--- config.mk ---
export PLATFORM = sky130hd
export DESIGN_NAME = sequence_controller
export DESIGN_NICKNAME = d
export VERILOG_FILES = /design/src/rtl/sequence_controller.sv
export SDC_FILE = /design/constraint.sdc
export NUM_CORES = 1
export LEC_CHECK = 0
export ABC_AREA = 0
export ABC_CLOCK_PERIOD_IN_PS = 1500
export BUFFER_PORTS_ARGS = -buffer_cell sky130_fd_sc_hd__buf_2
export CAP_MARGIN = 30
export CORE_AREA = 5 5 42 44
export CTS_CLUSTER_SIZE = 24
export DETAILED_ROUTE_END_ITERATION = 8
export DIE_AREA = 0 0 47 49
export HOLD_SLACK_MARGIN = 0.03
export PLACE_DENSITY = 0.51
export SLEW_MARGIN = 10
export SYNTH_ARGS = -nofsm -noshare
export SYNTH_HDL_FRONTEND = slang
export SYNTH_SLANG_ARGS = --single-unit
--- constraint.sdc ---
create_clock -name CLOCK -period 1.5 [get_ports CLOCK]
set_input_delay 0 -clock CLOCK [delete_from_list [all_inputs] [get_ports CLOCK]]
set_output_delay 0 -clock CLOCK [all_outputs]
set_load 0.02 [all_outputs]
--- src/rtl/sequence_controller.sv ---
// sequence_controller: 8-phase instruction sequencer and per-phase control strobe decoder
module sequence_controller #(
   parameter int OP_WIDTH = 3
) (
   input  logic                CLOCK,
   input  logic                RESET,
   input  logic                RUN,
   input  logic [OP_WIDTH-1:0] OPCODE,
   input  logic                ZERO,
   output logic [2:0]          PHASE,
   output logic                MEM_RD,
   output logic                MEM_WR,
   output logic                DATA_E,
   output logic                LOAD_IR,
   output logic                LOAD_AC,
   output logic                PC_ENABLE,
   output logic                PC_LOAD,
   output logic                HALT
);
   if (OP_WIDTH != 3) begin : g_bad_width
      $error("sequence_controller: OP_WIDTH must be 3");
   end
   typedef enum logic [2:0] {
      INST_ADDR, INST_FETCH, INST_LOAD, IDLE, OP_ADDR, OP_FETCH, ALU_OP, STORE
   } phase_e;
   localparam logic [2:0] OP_HLT = 3'd0;
   localparam logic [2:0] OP_SKZ = 3'd1;
   localparam logic [2:0] OP_STO = 3'd6;
   localparam logic [2:0] OP_JMP = 3'd7;
   phase_e phase_q, phase_d;
   logic   halted_q, halted_d;
   logic   active, halt_now, alu_op, is_hlt, is_skz, is_sto, is_jmp;
   // next-state: advance while running, latch halt when HLT reaches OP_ADDR
   always_comb begin
      active   = RUN && !halted_q;
      is_hlt   = OPCODE == OP_HLT;
      is_skz   = OPCODE == OP_SKZ;
      is_sto   = OPCODE == OP_STO;
      is_jmp   = OPCODE == OP_JMP;
      alu_op   = !is_hlt && !is_skz && !is_sto && !is_jmp;
      halt_now = active && phase_q == OP_ADDR && is_hlt;
      halted_d = halted_q || halt_now;
      phase_d  = (active && !halt_now) ? phase_e'(phase_q + 3'd1) : phase_q;
   end
   // state register; reset aborts any instruction and clears halt
   always_ff @(posedge CLOCK) begin
      if (!RESET) begin
         phase_q  <= INST_ADDR;
         halted_q <= 1'b0;
      end else begin
         phase_q  <= phase_d;
         halted_q <= halted_d;
      end
   end
   // strobe decode from the registered phase and the current opcode/flag
   always_comb begin
      PHASE     = phase_q;
      HALT      = halted_q || halt_now;
      MEM_RD    = active && (phase_q inside {INST_FETCH, INST_LOAD, IDLE} ||
                             (phase_q inside {OP_FETCH, ALU_OP, STORE} && alu_op));
      LOAD_IR   = active && phase_q inside {INST_LOAD, IDLE};
      LOAD_AC   = active && phase_q == STORE && alu_op;
      MEM_WR    = active && phase_q == STORE && is_sto;
      DATA_E    = active && phase_q inside {ALU_OP, STORE} && is_sto;
      PC_LOAD   = active && phase_q == STORE && is_jmp;
      PC_ENABLE = active && ((phase_q == OP_ADDR && !is_hlt) ||
                             (phase_q == ALU_OP && is_skz && ZERO) ||
                             (phase_q == STORE && is_jmp));
   end
endmodule

After elaboration in Yosys (flattened, before gate mapping)
Index checks and enable logic that the tools add are counted.
{ "word_totals": {"elab_cells": 49, "out_inout_bits": 11, "register_bits": 4} }
{ "classes": {"n_eq_ne": 10, "reduce_logical": 36, "addsub": 1} }
{ "ops": {"columns": ["cell", "n"], "rows": [
  ["$logic_and 1x1->1", 21],
  ["$eq 3x3->1 const B", 6],
  ["$eq 3x1->1 const B", 2],
  ["$eq 3x2->1 const B", 2],
  ["$logic_not 1->1", 6],
  ["$reduce_bool 3->1", 2],
  ["$logic_or 1x1->1", 4],
  ["$reduce_bool 2->1", 2],
  ["$add 3x1->3 const B", 1],
  ["$logic_not 3->1", 1]
]} }

Longest topological paths before layout
Gate-level depths: netlist of the first run.
{ "depth": {"depth_word": 8, "mapped_depth": 5, "ltp_nobuf": 5} }

Least setup slack after synthesis of the first run
OpenSTA, ideal clock, no wires.
{ "synth_path": {"path_type": "register -> register", "start": "register phase_q[0], in the netlist PHASE[0]", "end": "register phase_q[0], in the netlist PHASE[0]", "setup_slack_ps": -34, "required_time_ps": 1394, "path_stages_with_launch": 6, "synth_period_minus_slack_ps": 1534, "arrival_time_ps": 1428, "path_cell_list": "dfxtp_1 inv_1 ha_1 nor4b_4 a2111o_1 o311ai_0"} }
{ "synth_between": {"elab_chain_cells": 5, "elab_cells_between_ends": 6, "classes_between": "add/sub (1); eq/ne (1); reduce/logical (4)"} }
{ "synth_rtl": {"columns": ["element", "line_no", "source"], "rows": [
  ["start: declaration", "30", "phase_e phase_q, phase_d;"],
  ["start signal: assignment", "51", "phase_q <= phase_d;"],
  ["$eq 3x3->1", "41", "halt_now = active && phase_q == OP_ADDR && is_hlt;"],
  ["$logic_and 1x1->1 (2 in a row)", "41", null],
  ["$logic_not 1->1", "43", "phase_d = (active && !halt_now) ? phase_e'(phase_q + 3'd1) : phase_q;"],
  ["$logic_and 1x1->1", "43", null]
]} }
Several ways; a longest one is shown, not always the timed one.
A chain may end at the register's enable or synchronous reset.

Worst setup path in the final report of the first run
{ "layout_path": {"start": "register phase_q[0], in the netlist PHASE[0]", "end": "output MEM_RD"} }
{ "layout_between": {"elab_chain_cells": 5, "elab_cells_between_ends": 11, "classes_between": "eq/ne (6); reduce/logical (5)"} }
{ "layout_rtl": {"columns": ["element", "line_no", "source"], "rows": [
  ["$eq 3x3->1", "60", "(phase_q inside {OP_FETCH, ALU_OP, STORE} && alu_op));"],
  ["$reduce_bool 3->1", "60", null],
  ["$logic_and 1x1->1", "60", null],
  ["$logic_or 1x1->1 (*)", "59", "MEM_RD = active && (phase_q inside {INST_FETCH, INST_LOAD, IDLE} ||"],
  ["$logic_and 1x1->1 (*)", "59", null],
  ["end: declaration", "11", "output logic MEM_RD,"]
]} }
Every way passes the cells marked *; elsewhere a longest branch is shown, timed or not.

==> impl_metrics.env, run 1 <==
export IMPL_clkLatencyLatePin_ns=0.24
export IMPL_area_delta_synth_final_pct=49.84
export IMPL_cts_buffers=3
export IMPL_r2r_cells=6
export IMPL_cp_startpoint="PHASE[0]"
export IMPL_worst_hold_path_type="in2reg"
export IMPL_num_vias=457
export IMPL_power_density_nw_per_um2=628.7
export IMPL_slew_violations=0
export IMPL_rsz0062_at_grt="true"
export IMPL_crit_type="reg2out"
export IMPL_setup_viol=1
export IMPL_num_io_pins=18
export IMPL_yosys_warnings=0
export IMPL_regToRegSetupSlack_ns=0.05
export IMPL_setup_worst_path_start_class="register"
export IMPL_clock_skew_ns=0.002066
export IMPL_antenna_found_initial=0
export IMPL_routed_wl_um=1096
export IMPL_violations="negative setup slack"
export IMPL_drt_first_pass_iters=4
export IMPL_tightest_slew_ns=0.3526
export IMPL_ant_nets=0
export IMPL_dieHeight_um=49
export IMPL_final_common_cell="buf_2"
export IMPL_netlist_area_um2=401.6
export IMPL_synth_fp_nets=62
export IMPL_worst_slew_margin_rel_pct=76.19
export IMPL_ys_ff_latch=4
export IMPL_ir_drop_mv=0.4385
export IMPL_syn_avg_cell_area_um2=8.197
export IMPL_clk_pin_slew_ns=0.04
export IMPL_first_global_vias=398
export IMPL_seq_area_frac_synth_pct=19.94
export IMPL_tns_ns=-0.02122
export IMPL_final_nets=87
export IMPL_cts_sinks=4
export IMPL_period_needed_ns=1.521
export IMPL_end_kind="primary output"
export IMPL_layout_common_cells="buf_2 (15), nor2_1 (7), inv_1 (4), buf_4 (4)"
export IMPL_async_flop_share_pct=0
export IMPL_die_area_um2=2303
export IMPL_hp_start="RUN"
export IMPL_r2r_end="PHASE[0]"
export IMPL_drive_gt1_share_pct=48.61
export IMPL_cp_arrival_ns=1.52
export IMPL_initial_utilization_pct=28.66
export IMPL_drt_iter0_drc=2
export IMPL_fillers=162
export IMPL_synth_flop_cell="dfxtp_1"
export IMPL_die_x_um=47
export IMPL_h_tree_depth=1
export IMPL_cts_root_buf="clkbuf_4"
export IMPL_synthCells=49
export IMPL_hold_ws_ns=0.1544
export IMPL_fin_crit_sh_pct=101.4
export IMPL_cp_endpoint="MEM_RD"
export IMPL_core_rowCount=14
export IMPL_final_util_pct=42.95
export IMPL_core_um2=1401
export IMPL_diodes=0
export IMPL_ys_types=24
export IMPL_regToRegStartpoint="PHASE[0]"
export IMPL_cp_max_fo=6
export IMPL_worst_slack_ns=-0.02122
export IMPL_port_buffers=17
export IMPL_run_status="finished with violations"
export IMPL_wl_per_cell_um=12.45
export IMPL_avgViaCountPerCell=5.193
export IMPL_grt_max_degree=8
export IMPL_hold_viol=0
export IMPL_grt_first_pass_wirelength_um=1814
export IMPL_grt_ovfl_total=0
export IMPL_cp_required_ns=1.50
export IMPL_fmaxAchievable_ghz=0.6574
export IMPL_pre_cts_ws_ns=0.02807
export IMPL_drcViolationCount=0
export IMPL_clockBufferDepth=2
export IMPL_gp_congestion=0.7625
export IMPL_drv_cap=0
export IMPL_synth_edff_count=0
export IMPL_grtUsageTotal_pct=10.90
export IMPL_power_leakage_nw=0.2680
export IMPL_cts_tree="yes"
export IMPL_dpl_hpwl_um=867
what timing repair did:
action,CTS,global route
endpoints found under the hold margin,1,0
hold buffers,1,0
gates resized for setup,10,7
setup endpoints to repair,2,5
setup buffers,1,0
pin swaps,1,3
synthesized netlist by cell type (2+ instances only):
cell | count | area, um^2
ha_1 | 6 | 75.07
nand4_1 | 2 | 12.51
a2111o_1 | 2 | 22.52
o311ai_0 | 3 | 26.28
a21oi_1 | 3 | 15.01
dfxtp_1 | 4 | 80.08
inv_1 | 6 | 22.52
nor2_1 | 7 | 26.28
state kept, by name (all words and copies together), names as in the netlist:
register,count
halted_q,1
PHASE,3
routing by layer:
layer | share of wire [%] | track usage [%]
met5 | 0 | 0
met1 | 46 | 14.88
met3 | 5.6 | 7.011
met4 | 0.73 | 2.765
met2 | 48 | 14.03
power by group:
part | total [mW] | leakage [nW] | internal [mW] | switching [mW]
Combinational | 0.118 | 0.220 | 0.0527 | 0.0650
Sequential | 0.123 | 0.0339 | 0.112 | 0.0111
Clock | 0.137 | 0.0138 | 0.0897 | 0.0475
stage by stage:
step	instances	cell area (um^2)	total power, mW
floorplan	49	402.9	0.1850
global placement	83	519.2	0.2262
detailed placement	83	519.2	0.2267
CTS	88	585.6	0.3801
global route	88	601.8	0.4138
finish	88	601.8	0.3784
worst min path at each step:
| stage | to | depth (start not counted) | slack, ns |
|---|---|---|---|
| 4_1_cts | halted_q | 3 | 0.15 |
| 2_1_floorplan | halted_q | 1 | 0.12 |
| 3_5_place_dp | halted_q | 2 | 0.28 |
| 5_1_grt | halted_q | 3 | 0.17 |
| 6_report | halted_q | 3 | 0.15 |
| 3_3_place_gp | halted_q | 2 | 0.27 |
layout make-up:
type	count	area, um^2	share of cell area (%)
multi-input cells	38	322.8	53.64
well taps	16	20.02	3.326
inverters	6	22.52	3.742
clock buffers	3	22.52	3.742
repair buffers	21	126.4	21.00
flip-flops and latches	4	87.58	14.55
worst max-delay path, cell delays in order (launching register included):
cell     delay (ns)
dfxtp_4        0.37
ha_4           0.16
ha_2           0.17
a21oi_2        0.13
a21oi_2        0.06
o31a_1         0.25
buf_6          0.13
cell families after synthesis:
kind of cell	Yosys count	share of synthesized area, %
simple gates	17	25.55
compound gates	14	27.11
buf+inv	7	6.541
fa+ha+maj	6	18.69
flops	4	19.94
xor+xnor	1	2.181
Note: power is estimated with default switching activity, not from simulation.
==> run 2, diff against run 1 <==
Settings changed: ABC_AREA 0 to 1, PLACE_DENSITY 0.51 to 0.53.
==> run 2 against run 1 <==
Compared with the run above: the flow now finishes without violations; worst setup slack improved by 0.13 ns; sequential share of layout area down 0.47 points; die area stayed put; register-to-register slack gained 0.25 ns; area after synthesis rose by 5.6%; maximum frequency rose by 9.1%; combinational power rose by 7%; sequential power up 5%; largest cell class unchanged; global-route usage decreased by 1.5 points; power up 1.1%; via count grew 3.9%.
==> impl_metrics.env, run 2 <==
export IMPL_run_status="completed"
export IMPL_seqPwrFrac_pct=33.7
export IMPL_core_um2=1401
export IMPL_ys_types=15
export IMPL_first_global_vias=412
export IMPL_fin_total_pwr_mw=0.3826
export IMPL_initial_utilization_pct=30.27
export IMPL_crit_type="reg2out"
export IMPL_yosys_warnings=0
export IMPL_swShare_pct=33.35
export IMPL_whs_path_depth=4
export IMPL_hold_viol=0
export IMPL_combPwrFrac_pct=33.0
export IMPL_fmaxAchievable_ghz=0.7174
export IMPL_fin_crit_sh_pct=92.93
export IMPL_grt_first_pass_wirelength_um=1642
export IMPL_fillers=163
export IMPL_pre_cts_ws_ns=0.2218
export IMPL_synth_adder_area_share_pct=17.70
export IMPL_seq_area_frac_synth_pct=18.88
export IMPL_clk_pin_slew_ns=0.04
export IMPL_r2r_cells=7
export IMPL_num_io_pins=18
export IMPL_ys_ff_latch=4
export IMPL_grt_ovfl_total=0
export IMPL_drv_cap=0
export IMPL_power_density_nw_per_um2=615.2
export IMPL_setup_viol=0
export IMPL_routed_wl_um=1020
export IMPL_synth_most_common_cell="inv_1"
export IMPL_worst_slew_margin_rel_pct=81.15
export IMPL_tns_ns=0
export IMPL_cts_root_buf="clkbuf_4"
export IMPL_p_int_mw=0.2550
export IMPL_port_buffers=17
export IMPL_multi_input_area_um2=321.6
export IMPL_avgViaCountPerCell=4.439
export IMPL_synth_fp_nets=82
export IMPL_synth_edff_count=0
export IMPL_ir_drop_mv=0.3936
export IMPL_grtUsageTotal_pct=9.430
export IMPL_worst_slack_ns=0.1061
export IMPL_synth_top_cell_area_share_pct=18.88
export IMPL_wl_per_cell_um=9.533
export IMPL_grt_max_degree=8
export IMPL_cts_buffers=3
export IMPL_final_nets=106
export IMPL_hold_ws_ns=0.1842
export IMPL_largest_reg_flops=3
export IMPL_synthCells=69
export IMPL_setup_worst_path_start_class="register"
export IMPL_power_leakage_nw=0.3285
export IMPL_yosysTopAreaCell="dfxtp_1"
export IMPL_synth_flop_cell="dfxtp_1"
export IMPL_netlist_area_um2=424.2
export IMPL_async_flop_share_pct=0
export IMPL_regArea_um2=87.58
export IMPL_antenna_found_initial=0
export IMPL_syn_avg_cell_area_um2=6.147
export IMPL_worst_hold_path_type="in2reg"
export IMPL_final_util_pct=44.38
export IMPL_end_kind="primary output"
export IMPL_power_frac_clock_pct=33.3
export IMPL_clkLatencyLatePin_ns=0.23
export IMPL_drcViolationCount=0
export IMPL_drive_gt1_share_pct=42.86
export IMPL_cp_required_ns=1.50
export IMPL_core_rowCount=14
export IMPL_die_x_um=47
export IMPL_final_common_cell="buf_2"
export IMPL_synth_area_mux_share_pct=0
export IMPL_slew_violations=0
export IMPL_num_vias=475
export IMPL_clockBufferDepth=2
export IMPL_drt_first_pass_iters=3
export IMPL_gp_congestion=0.8091
export IMPL_switchingPower_mw=0.1276
export IMPL_synth_simple_area_share_pct=39.23
export IMPL_period_needed_ns=1.394
export IMPL_die_area_um2=2303
export IMPL_cts_sinks=4
export IMPL_drt_iter0_drc=4
export IMPL_cts_tree="yes"
export IMPL_area_delta_synth_final_pct=46.61
export IMPL_ant_nets=0
export IMPL_tightest_slew_ns=0.2824
export IMPL_h_tree_depth=1
export IMPL_synth_compound_area_share_pct=10.03
export IMPL_synth_top_family_by_area="simple AND/OR/NAND/NOR gates"
export IMPL_yosys_top_cells_area="dfxtp_1 (19%), ha_1 (18%), nand3_1 (11%)"
export IMPL_dpl_hpwl_um=828.5
export IMPL_cp_arrival_ns=1.39
export IMPL_cp_max_fo=6
export IMPL_clock_skew_ns=0.0008659
export IMPL_dieHeight_um=49
export IMPL_layout_common_cells="buf_2 (14), inv_1 (10), nand2_1 (10), nand3_1 (9), nor2_1 (8)"
export IMPL_synth_commonest_cells="inv_1 (12), nand2_1 (11), nand3_1 (9), nor2_1 (9)"
export IMPL_rsz0062_at_grt="false"
export IMPL_diodes=0
export IMPL_synth_xor_area_share_pct=0
[run 2: cell types whose count changed after synthesis, moves of 3 or more]
cell	change
o311ai_0	-3
inv_1	+6
a21oi_1	+3
inv_2	+4
nand3_1	+8
nand2_1	+10
[run 2: power groups by stage]
stage | Combinational [mW] | Clock, mW | Sequential (mW)
detailed placement | 0.117 | 0 | 0.127
global placement | 0.118 | 0 | 0.126
finish | 0.126 | 0.127 | 0.129
CTS | 0.120 | 0.135 | 0.126
floorplan | 0.0727 | 0 | 0.133
global route | 0.144 | 0.150 | 0.131
[run 2: area by class of cell]
| cell class | count | area share, % |
|---|---|---|
| Tap cell | 16 | 3.219 |
| Clock buffer | 3 | 3.622 |
| Multi-Input combinational cell | 49 | 51.71 |
| Timing Repair Buffer | 19 | 17.71 |
| Inverter | 16 | 9.658 |
| Sequential cell | 4 | 14.08 |
[run 2: worst paths after layout]
check / start / end / slack, ns
max: PHASE[0] / MEM_RD / 0.11
min: OPCODE[2] / halted_q / 0.18
max reg2reg: PHASE[1] / PHASE[1] / 0.30
min reg2reg: halted_q / halted_q / 0.48
[run 2: repair_timing]
action	4_1_cts	5_1_grt
endpoints found under the hold margin	2	0
setup buffers	0	1
gates resized for setup	2	15
cloned	0	0
pin swaps	0	2
hold buffers	1	0
setup endpoints to repair	3	6
[run 2: worst max-delay path: stages (launching register included)]
cell and delay, ns:
dfxtp_4 0.36, inv_2 0.06, ha_2 0.19, nand2_2 0.08, nand3_1 0.09, nand4_1 0.08, a21oi_1 0.15, buf_4 0.15
[run 2: per-stage QoR]
step | std cells | cell area (um^2)
floorplan | 69 | 424.2
global placement | 102 | 529.3
detailed placement | 102 | 529.3
CTS | 106 | 564.3
global route | 107 | 621.8
finish | 107 | 621.8
[run 2: cells by family (layout without fill, tap and decap cells)]
kind of cell | after synthesis | in the layout
compound gates | 8 | 8
fa+ha+maj | 6 | 6
buf+inv | 16 | 38
flops | 4 | 4
simple gates | 35 | 35
[run 2: per-layer routing]
metal  part of all wire [%]  vias up  GRT usage [%]  wire length [um]
met1                     43      203          11.18               434
li1                       -      261              -                 -
met3                    7.8        0          3.321                80
met4                      0        0          4.147                 0
met2                     49       11          14.71               504
met5                      0        -              0                 0
